`config.mk`:
```
export PLATFORM = sky130hd
export DESIGN_NAME = pipeline_hazard_controller
export DESIGN_NICKNAME = d
export VERILOG_FILES = /design/src/rtl/pipeline_hazard_controller_pkg.sv /design/src/rtl/pipeline_hazard_controller_sat_counter.sv /design/src/rtl/pipeline_hazard_controller.sv
export SDC_FILE = /design/constraint.sdc
export NUM_CORES = 1
export LEC_CHECK = 0
export BUFFER_PORTS_ARGS = -buffer_cell sky130_fd_sc_hd__buf_2
export CELL_PAD_IN_SITES_DETAIL_PLACEMENT = 0
export CELL_PAD_IN_SITES_GLOBAL_PLACEMENT = 2
export CORE_AREA = 5 5 108 120
export CTS_BUF_LIST = sky130_fd_sc_hd__clkbuf_8
export CTS_CLUSTER_DIAMETER = 50
export DETAILED_ROUTE_END_ITERATION = 10
export DIE_AREA = 0 0 113 125
export PLACE_DENSITY = 0.72
export SLEW_MARGIN = 30
export SYNTH_ARGS = -nofsm -noshare
export SYNTH_HDL_FRONTEND = slang
export SYNTH_SLANG_ARGS = --single-unit
```
`constraint.sdc`:
```
create_clock -name clk -period 2.5 [get_ports clk]
set_input_delay 0.5 -clock clk [delete_from_list [all_inputs] [get_ports clk]]
set_output_delay 0.5 -clock clk [all_outputs]
set_load 0.005 [all_outputs]
```
`src/rtl/pipeline_hazard_controller_pkg.sv`:
```
// Shared types and constants for the pipeline hazard controller.
// The FSM encoding is fixed so the state can be decoded from debug taps.
package pipeline_hazard_controller_pkg;

  localparam int unsigned RegIdxW     = 4;
  localparam int unsigned DefaultCntW = 16;

  typedef enum logic [1:0] {
    StRun     = 2'd0,
    StMemWait = 2'd1,
    StFlush   = 2'd2
  } hz_state_e;

endpackage

```
`src/rtl/pipeline_hazard_controller_sat_counter.sv`:
```
// Saturating up-counter with async active-low reset and a synchronous clear.
// The clear input takes priority over the increment input.
module sat_counter #(
  parameter int unsigned W = 16
) (
  input  logic         clk,
  input  logic         rst,
  input  logic         inc,
  input  logic         clr,
  output logic [W-1:0] value
);

  logic [W-1:0] value_q;

  always_ff @(posedge clk or negedge rst) begin
    if (!rst) begin
      value_q <= '0;
    end else if (clr) begin
      value_q <= '0;
    end else if (inc && (value_q != {W{1'b1}})) begin
      value_q <= value_q + 1'b1;
    end
  end

  assign value = value_q;

endmodule

```
`src/rtl/pipeline_hazard_controller.sv`:
```
// Stall/flush sequencer for the 5-stage pipeline: data hazards, taken branches
// and SRAM waits, with saturating performance counters and a wait watchdog.
module pipeline_hazard_controller
  import pipeline_hazard_controller_pkg::*;
#(
  parameter int unsigned CNT_W   = DefaultCntW,
  parameter int unsigned TIMEOUT = 1023
) (
  input  logic               clk,
  input  logic               rst,
  input  logic               forwarding_en,
  input  logic               with_src1,
  input  logic               with_src2,
  input  logic [RegIdxW-1:0] Reg_src1,
  input  logic [RegIdxW-1:0] Reg_src2,
  input  logic [RegIdxW-1:0] EXE_Dest,
  input  logic               EXE_WB_EN,
  input  logic               EXE_MEM_R_EN,
  input  logic [RegIdxW-1:0] MEM_Dest,
  input  logic               MEM_WB_EN,
  input  logic               branch_taken,
  input  logic               mem_req,
  input  logic               mem_ready,
  output logic               Freeze,
  output logic               bubble,
  output logic               flush,
  output logic               hold_all,
  output logic [CNT_W-1:0]   stall_cnt,
  output logic [CNT_W-1:0]   flush_cnt,
  output logic [CNT_W-1:0]   memwait_cnt,
  output logic               mem_timeout
);

  localparam int unsigned WaitW = (TIMEOUT > 0) ? $clog2(TIMEOUT + 1) : 1;

  hz_state_e        state_q, state_d;
  logic             hit_src1, hit_src2, hazard, mem_stall;
  logic             freeze_c, bubble_c, flush_c, hold_c;
  logic             stall_inc, flush_inc, memwait_inc;
  logic             wait_inc, wait_clr, tmo_set;
  logic [WaitW-1:0] wait_value;
  logic             mem_timeout_q;

  // With forwarding only a load in EX can't be bypassed; without it every
  // pending write in EX or MEM blocks the read.
  assign hit_src1 = with_src1 &
      ((EXE_WB_EN & (Reg_src1 == EXE_Dest) & (~forwarding_en | EXE_MEM_R_EN)) |
       (MEM_WB_EN & (Reg_src1 == MEM_Dest) & ~forwarding_en));
  assign hit_src2 = with_src2 &
      ((EXE_WB_EN & (Reg_src2 == EXE_Dest) & (~forwarding_en | EXE_MEM_R_EN)) |
       (MEM_WB_EN & (Reg_src2 == MEM_Dest) & ~forwarding_en));
  assign hazard    = hit_src1 | hit_src2;
  assign mem_stall = mem_req & ~mem_ready;

  always_ff @(posedge clk or negedge rst) begin
    if (!rst) begin
      state_q <= StRun;
    end else begin
      state_q <= state_d;
    end
  end

  always_comb begin
    state_d = state_q;
    unique case (state_q)
      StRun: begin
        if (mem_stall) begin
          state_d = StMemWait;
        end else if (branch_taken) begin
          state_d = StFlush;
        end
      end
      StMemWait: if (mem_ready) state_d = StRun;
      StFlush:   state_d = mem_stall ? StMemWait : StRun;
      default:   state_d = StRun;
    endcase
  end

  always_comb begin
    freeze_c    = 1'b0;
    bubble_c    = 1'b0;
    flush_c     = 1'b0;
    hold_c      = 1'b0;
    stall_inc   = 1'b0;
    flush_inc   = 1'b0;
    memwait_inc = 1'b0;
    unique case (state_q)
      StRun: begin
        if (mem_stall) begin
          hold_c   = 1'b1;
          freeze_c = 1'b1;
        end else if (branch_taken) begin
          flush_c  = 1'b1;
          bubble_c = 1'b1;
        end else if (hazard) begin
          freeze_c  = 1'b1;
          bubble_c  = 1'b1;
          stall_inc = 1'b1;
        end
      end
      StMemWait: begin
        hold_c      = 1'b1;
        freeze_c    = 1'b1;
        memwait_inc = 1'b1;
      end
      StFlush: begin
        flush_c   = 1'b1;
        bubble_c  = 1'b1;
        flush_inc = 1'b1;
        hold_c    = mem_stall;
      end
      default: ;
    endcase
  end

  // Outputs are forced quiet while reset is asserted, independent of inputs.
  assign Freeze   = rst & freeze_c;
  assign bubble   = rst & bubble_c;
  assign flush    = rst & flush_c;
  assign hold_all = rst & hold_c;

  sat_counter #(.W(CNT_W)) u_stall_cnt (
    .clk   (clk),
    .rst   (rst),
    .inc   (stall_inc),
    .clr   (1'b0),
    .value (stall_cnt)
  );

  sat_counter #(.W(CNT_W)) u_flush_cnt (
    .clk   (clk),
    .rst   (rst),
    .inc   (flush_inc),
    .clr   (1'b0),
    .value (flush_cnt)
  );

  sat_counter #(.W(CNT_W)) u_memwait_cnt (
    .clk   (clk),
    .rst   (rst),
    .inc   (memwait_inc),
    .clr   (1'b0),
    .value (memwait_cnt)
  );

  assign wait_inc = (state_q == StMemWait) & ~mem_ready;
  assign wait_clr = (state_q != StMemWait) | mem_ready;

  sat_counter #(.W(WaitW)) u_wait_cnt (
    .clk   (clk),
    .rst   (rst),
    .inc   (wait_inc),
    .clr   (wait_clr),
    .value (wait_value)
  );

  // Fires on the edge where the wait count becomes TIMEOUT.
  assign tmo_set = (TIMEOUT != 0) && wait_inc && ((32'(wait_value) + 32'd1) >= TIMEOUT);

  always_ff @(posedge clk or negedge rst) begin
    if (!rst) begin
      mem_timeout_q <= 1'b0;
    end else if (tmo_set) begin
      mem_timeout_q <= 1'b1;
    end
  end

  assign mem_timeout = mem_timeout_q;

endmodule

```
Word level (Yosys, flattened, before mapping) --
Index checks and enable logic that the tools add are counted.
Cells by class: add/sub/neg operators 5, order comparisons 1, equality and inequality tests 13, mux-type cells 23, bitwise logic cells 23, reductions and logical operators 8
Operator list (number):
- 16-bit by 1-bit adder with 16-bit output (second input constant) | 3
- 16-bit != test (second input constant) | 3
- 10-bit two-way mux | 2
- 1-bit AND | 16
- 4-bit == test | 4
- 1-bit two-way mux | 13
- 10-bit by 1-bit adder with 11-bit output (second input constant) | 1
- 11-bit by 10-bit greater-or-equal comparator with 1-bit output (second input constant) | 1
- 10-bit by 1-bit adder with 10-bit output (second input constant) | 1
- 10-bit != test (second input constant) | 1
- 2-bit two-way mux | 3
- 1-bit case mux with 2 select lines | 3
- 2-bit case mux with 3 select lines | 1
- 1-bit logical AND | 5
- 1-bit bitwise OR | 5
- 3-bit != test (second input constant) | 1
- 1-bit case mux with 3 select lines | 1
- 2-bit by 1-bit == test with 1-bit output (second input constant) | 1
- 2-bit == test (second input constant) | 1
- 2-bit zero test | 1
- 2-bit by 1-bit != test with 1-bit output (second input constant) | 1
- 2-bit != test (second input constant) | 1
- 1-bit inverter | 2
- 2-bit AND reduction | 1
- 2-bit nonzero test | 1
Storage, ports and cells: bits in registers 61, input bits 27, output and inout port bits 53, logic and storage cells 79

Longest topological paths before layout --
word-level depth 11, mapped depth 8

By module --
A second synthesis with hierarchy kept.
Second synthesis, totals: cell total of the unflattened synthesis 415, area, all modules 3877.5 um^2
By module, submodules not included:
- sat_counter (u_flush_cnt ...) | times used 3, cells an instance 98, area each 942.2 um^2, seq. area each 400.4 um^2
- sat_counter (u_wait_cnt) | times used 1, cells an instance 55, area each 536.8 um^2, seq. area each 250.2 um^2
- pipeline_hazard_controller | times used 1, cells an instance 66, area each 514.2 um^2, seq. area each 75.1 um^2

Worst setup path after synthesis --
No wires, ideal clock.
path type input to output, from input port forwarding_en, to output port Freeze, arrival 1.851 ns, setup slack 0.149 ns, stages 7, path buffers 1, path through inv_1 > o21ai_0 > nor3_1 > nor4_2 > buf_2 > o21ai_0 > and3b_1
Between the ends: cells in the longest elaborated chain, start to end 11, elaborated cells between the ends (all ways) 16, those cells by class mux (4); bitwise (12)
RTL lines:
- start: declaration | line pipeline_hazard_controller.sv:11 | input logic forwarding_en,
- 1-bit inverter *
- 1-bit bitwise OR | line pipeline_hazard_controller.sv:47, pipeline_hazard_controller.sv:50
- 1-bit AND, on equally long branches | line pipeline_hazard_controller.sv:47, pipeline_hazard_controller.sv:50
- 1-bit bitwise OR, on equally long branches | line pipeline_hazard_controller.sv:47, pipeline_hazard_controller.sv:50
- 1-bit AND, on equally long branches | line pipeline_hazard_controller.sv:46, pipeline_hazard_controller.sv:49
- 1-bit bitwise OR * | line pipeline_hazard_controller.sv:52 | assign hazard = hit_src1 | hit_src2;
- 1-bit two-way mux * | line pipeline_hazard_controller.sv:95 | end else if (hazard) begin
- 1-bit two-way mux * | line pipeline_hazard_controller.sv:92 | end else if (branch_taken) begin
- 1-bit two-way mux * | line pipeline_hazard_controller.sv:89 | if (mem_stall) begin
- 1-bit case mux with 2 select lines * | line pipeline_hazard_controller.sv:87 | unique case (state_q)
- 1-bit AND * | line pipeline_hazard_controller.sv:117 | assign Freeze = rst & freeze_c;
- end: declaration | line pipeline_hazard_controller.sv:24 | output logic Freeze,
Every way passes the cells marked *; elsewhere a longest branch is shown, timed or not.

Final worst setup path --
from input port MEM_Dest[1], to output port Freeze
Between the ends: cells in the longest elaborated chain, start to end 11, elaborated cells between the ends (all ways) 16, those cells by class eq/ne (2); mux (4); bitwise (10)
RTL lines:
- start: declaration | line pipeline_hazard_controller.sv:19 | input logic [RegIdxW-1:0] MEM_Dest,
- 4-bit == test, on equally long branches | line pipeline_hazard_controller.sv:48, pipeline_hazard_controller.sv:51
- 1-bit AND, on equally long branches (2 in a row) | line pipeline_hazard_controller.sv:48, pipeline_hazard_controller.sv:51
- 1-bit bitwise OR, on equally long branches | line pipeline_hazard_controller.sv:47, pipeline_hazard_controller.sv:50
- 1-bit AND, on equally long branches | line pipeline_hazard_controller.sv:46, pipeline_hazard_controller.sv:49
- 1-bit bitwise OR * | line pipeline_hazard_controller.sv:52
- 1-bit two-way mux * | line pipeline_hazard_controller.sv:95
- 1-bit two-way mux * | line pipeline_hazard_controller.sv:92
- 1-bit two-way mux * | line pipeline_hazard_controller.sv:89
- 1-bit case mux with 2 select lines * | line pipeline_hazard_controller.sv:87
- 1-bit AND * | line pipeline_hazard_controller.sv:117
Marks and branches as above.

==> results.cfg <==
[power]
comb_power_share = 0.150
pwr-share-seq = 0.467
p_sw_frac = 0.278
p_int_w = 0.00187
clkPwrFrac = 0.384
p_sw_w = 0.000720
cellPowerDensity_mw_per_mm2 = 629
totalPowerFinal_w = 0.00259
power.leakage_nw = 1.95
ir_drop_mv = 0.320

[grt]
track_usage = 0.115
antenna_found_initial = 0
grt_pass1_wl_um = 13400
grt_overflow = 0
grt_pass1_vias = 2697
grt_max_degree = 46

[layout]
antenna_cells = 0
nNetsFinal = 449
layout_common_cells = 79 x buf_2, 61 x dfrtp_1, 37 x xnor2_1
final_layout_size_suffix_gt1_frac = 0.280
area_delta_synth_final_pct = 26.0
final_common_cell = buf_2

[clock_tree]
clock_sinks = 61
insertion_delay_ns = 0.34
cts_tree = built
htree_levels = 3
path_clk_slew_ns = 0.07
ctsRootBufferMaster = clkbuf_8
cts_buffers = 9
clockBufferDepth = 2

[timing]
tightest_slew_ns = 0.582
drv_slew = 0
setup_viol = 0
fin_crit_ns = 2.35
fin_hold_ws_ns = 0.191
finClkSkew_ns = 0.00995
rsz0062_at_grt = no
period_share = 0.939
finalHoldViolCount = 0
fin_ws_ns = 0.153
totalNegativeSetupSlack_ns = 0
slew_headroom = 0.612
fmax_mhz = 426

[route]
wire_per_inst_um = 13.8
antenna_left = 0
first_pass_iters = 4
drt-vias-per-instance = 4.65
drt-initial-drc-count = 160
num_vias = 2680
drc = 0
wl_um = 7960

[yosys]
yosysWarnings = 0
ys_ff_latch = 61
synth_ff_type = dfrtp_1
syn_avg_cell_area_um2 = 9.99
syn_nets = 359
async_flop_share = 1.00
synth_area_mm2 = 0.00327
yosysSeqAreaShare = 0.467
synthTopCellsByArea = dfrtp_1 47%, xnor2_1 9.9%, xor2_1 7.8%
postSynthCellCount = 327
ys_types = 40
synth-edff-count = 0
synth_top_area_share = 0.467
yosysTopAreaCell = dfrtp_1

[worst_hold_path]
hold_class = input pin to async pin

[die]
coreArea_mm2 = 0.0117
fp.dieH_um = 125
ios = 80
num_rows = 42
dieArea_mm2 = 0.0141
die_x_um = 113
start_util = 0.279

[setup_path]
startpoint_type = input pin
end_kind = output port
worst_ep_required_time_ns = 2.00
crit_type = input pin to output port
worstPathMaxFanout = 2
rr_worst_depth = 6
critPathArrivalTime_ns = 1.85

[placement]
pre_cts_slack_ns = -0.00824
port_buffers = 79
dp_hpwl_um = 5880
gp_congestion = 0.749

[status]
status = finished clean

[run]
cap_viol_max_count = 0
[cell families (layout without fill, tap and decap cells)]
family                   Yosys count  in the layout  synth area share
buffers and inverters             16            111            0.0222
adder cells (fa/ha/maj)            5              5            0.0191
multiplexers                       4              4            0.0134
AND/OR/NAND/NOR                  147            147             0.246
XOR/XNOR                          66             66             0.177
flip-flops                        61             61             0.467
AO/OA/AOI/OAI                     28             28            0.0555
[final timing paths]
path                                                         start                                 end  slack, ns
worst min-delay path                                           rst              state_q[1]$_DFFE_PN0P_       0.19
max in group asynchronous                                      rst   u_flush_cnt.value[13]$_DFFE_PN0P_       1.45
min in group clk                                         mem_ready              state_q[0]$_DFFE_PN0P_       0.37
worst max-delay path                                   MEM_Dest[1]                              Freeze       0.15
worst max register to register  u_memwait_cnt.value[2]$_DFFE_PN0P_  u_memwait_cnt.value[5]$_DFFE_PN0P_       0.49
worst min register to register   u_flush_cnt.value[10]$_DFFE_PN0P_   u_flush_cnt.value[10]$_DFFE_PN0P_       0.49
[synthesized netlist by cell type (2+ instances only)]
master,instances
a211oi_1,2
a21oi_1,9
a31oi_1,3
and2_1,5
and3_1,10
and3_4,2
and4_1,5
buf_2,4
clkbuf_1,4
dfrtp_1,61
ha_1,5
inv_1,7
mux2_2,3
nand2_1,31
nand2b_1,6
nand3_1,23
nand4_1,14
nor2_1,19
nor2b_1,4
nor3_1,12
nor4_1,8
nor4b_1,2
o21ai_0,7
xnor2_1,37
xor2_1,29
[metrics by stage]
| stage | instances | instance area (µm²) | util |
|---|---|---|---|
| 3_5_place_dp | 558 | 3860 | 0.330 |
| 3_3_place_gp | 558 | 3860 | 0.330 |
| 5_1_grt | 576 | 4120 | 0.351 |
| 6_report | 576 | 4120 | 0.351 |
| 2_1_floorplan | 327 | 3270 | - |
| 4_1_cts | 576 | 4100 | 0.350 |
[worst max-delay path, stage by stage]
cell and delay, ns:
buf_2 0.12, xor2_1 0.17, nor4_2 0.30, nor4_2 0.08, buf_4 0.15, o21ai_0 0.16, and3b_1 0.23, buf_2 0.13
[repair_timing]
| item | CTS | global route |
|---|---|---|
| gates resized for setup | 0 | 4 |
| hold buffers | 0 | 0 |
| setup endpoints to repair | 1 | 1 |
| pin swaps | 1 | 0 |
| cloned | 0 | 0 |
| buffers inserted | 2 | 0 |
[state kept, by name, summed over array words and instances (netlist names)]
register and flops:
u_memwait_cnt.value 16, u_flush_cnt.value 16, u_wait_cnt.value 10, state_q 2, u_stall_cnt.value 16, mem_timeout 1
[per-layer routing]
metal | global-route usage | vias up | part of all wire
met4 | 0.0382 | 0 | 0.014
met5 | 0 | - | 0
li1 | - | 1336 | -
met3 | 0.0290 | 12 | 0.054
met1 | 0.156 | 1275 | 0.47
met2 | 0.181 | 57 | 0.46
[final cells by class]
class                   count  area (µm²)
flip-flops and latches     61        1530
fillers                  1207        7600
clock buffers              10         138
inverters                   7        26.3
clock inverters             6        86.3
repair buffers             88         463
well taps                 154         193
multi-input cells         250        1690
[power by group through the flow]
stage	logic, W	registers, W	clock network [W]
6_report	0.000388	0.00121	0.000993
5_1_grt	0.000436	0.00123	0.00108
4_1_cts	0.000395	0.00121	0.00103
3_5_place_dp	0.000391	0.00123	0
3_3_place_gp	0.000389	0.00122	0
2_1_floorplan	0.000186	0.00122	0
No activity file was read; power rests on OpenSTA's default activity.
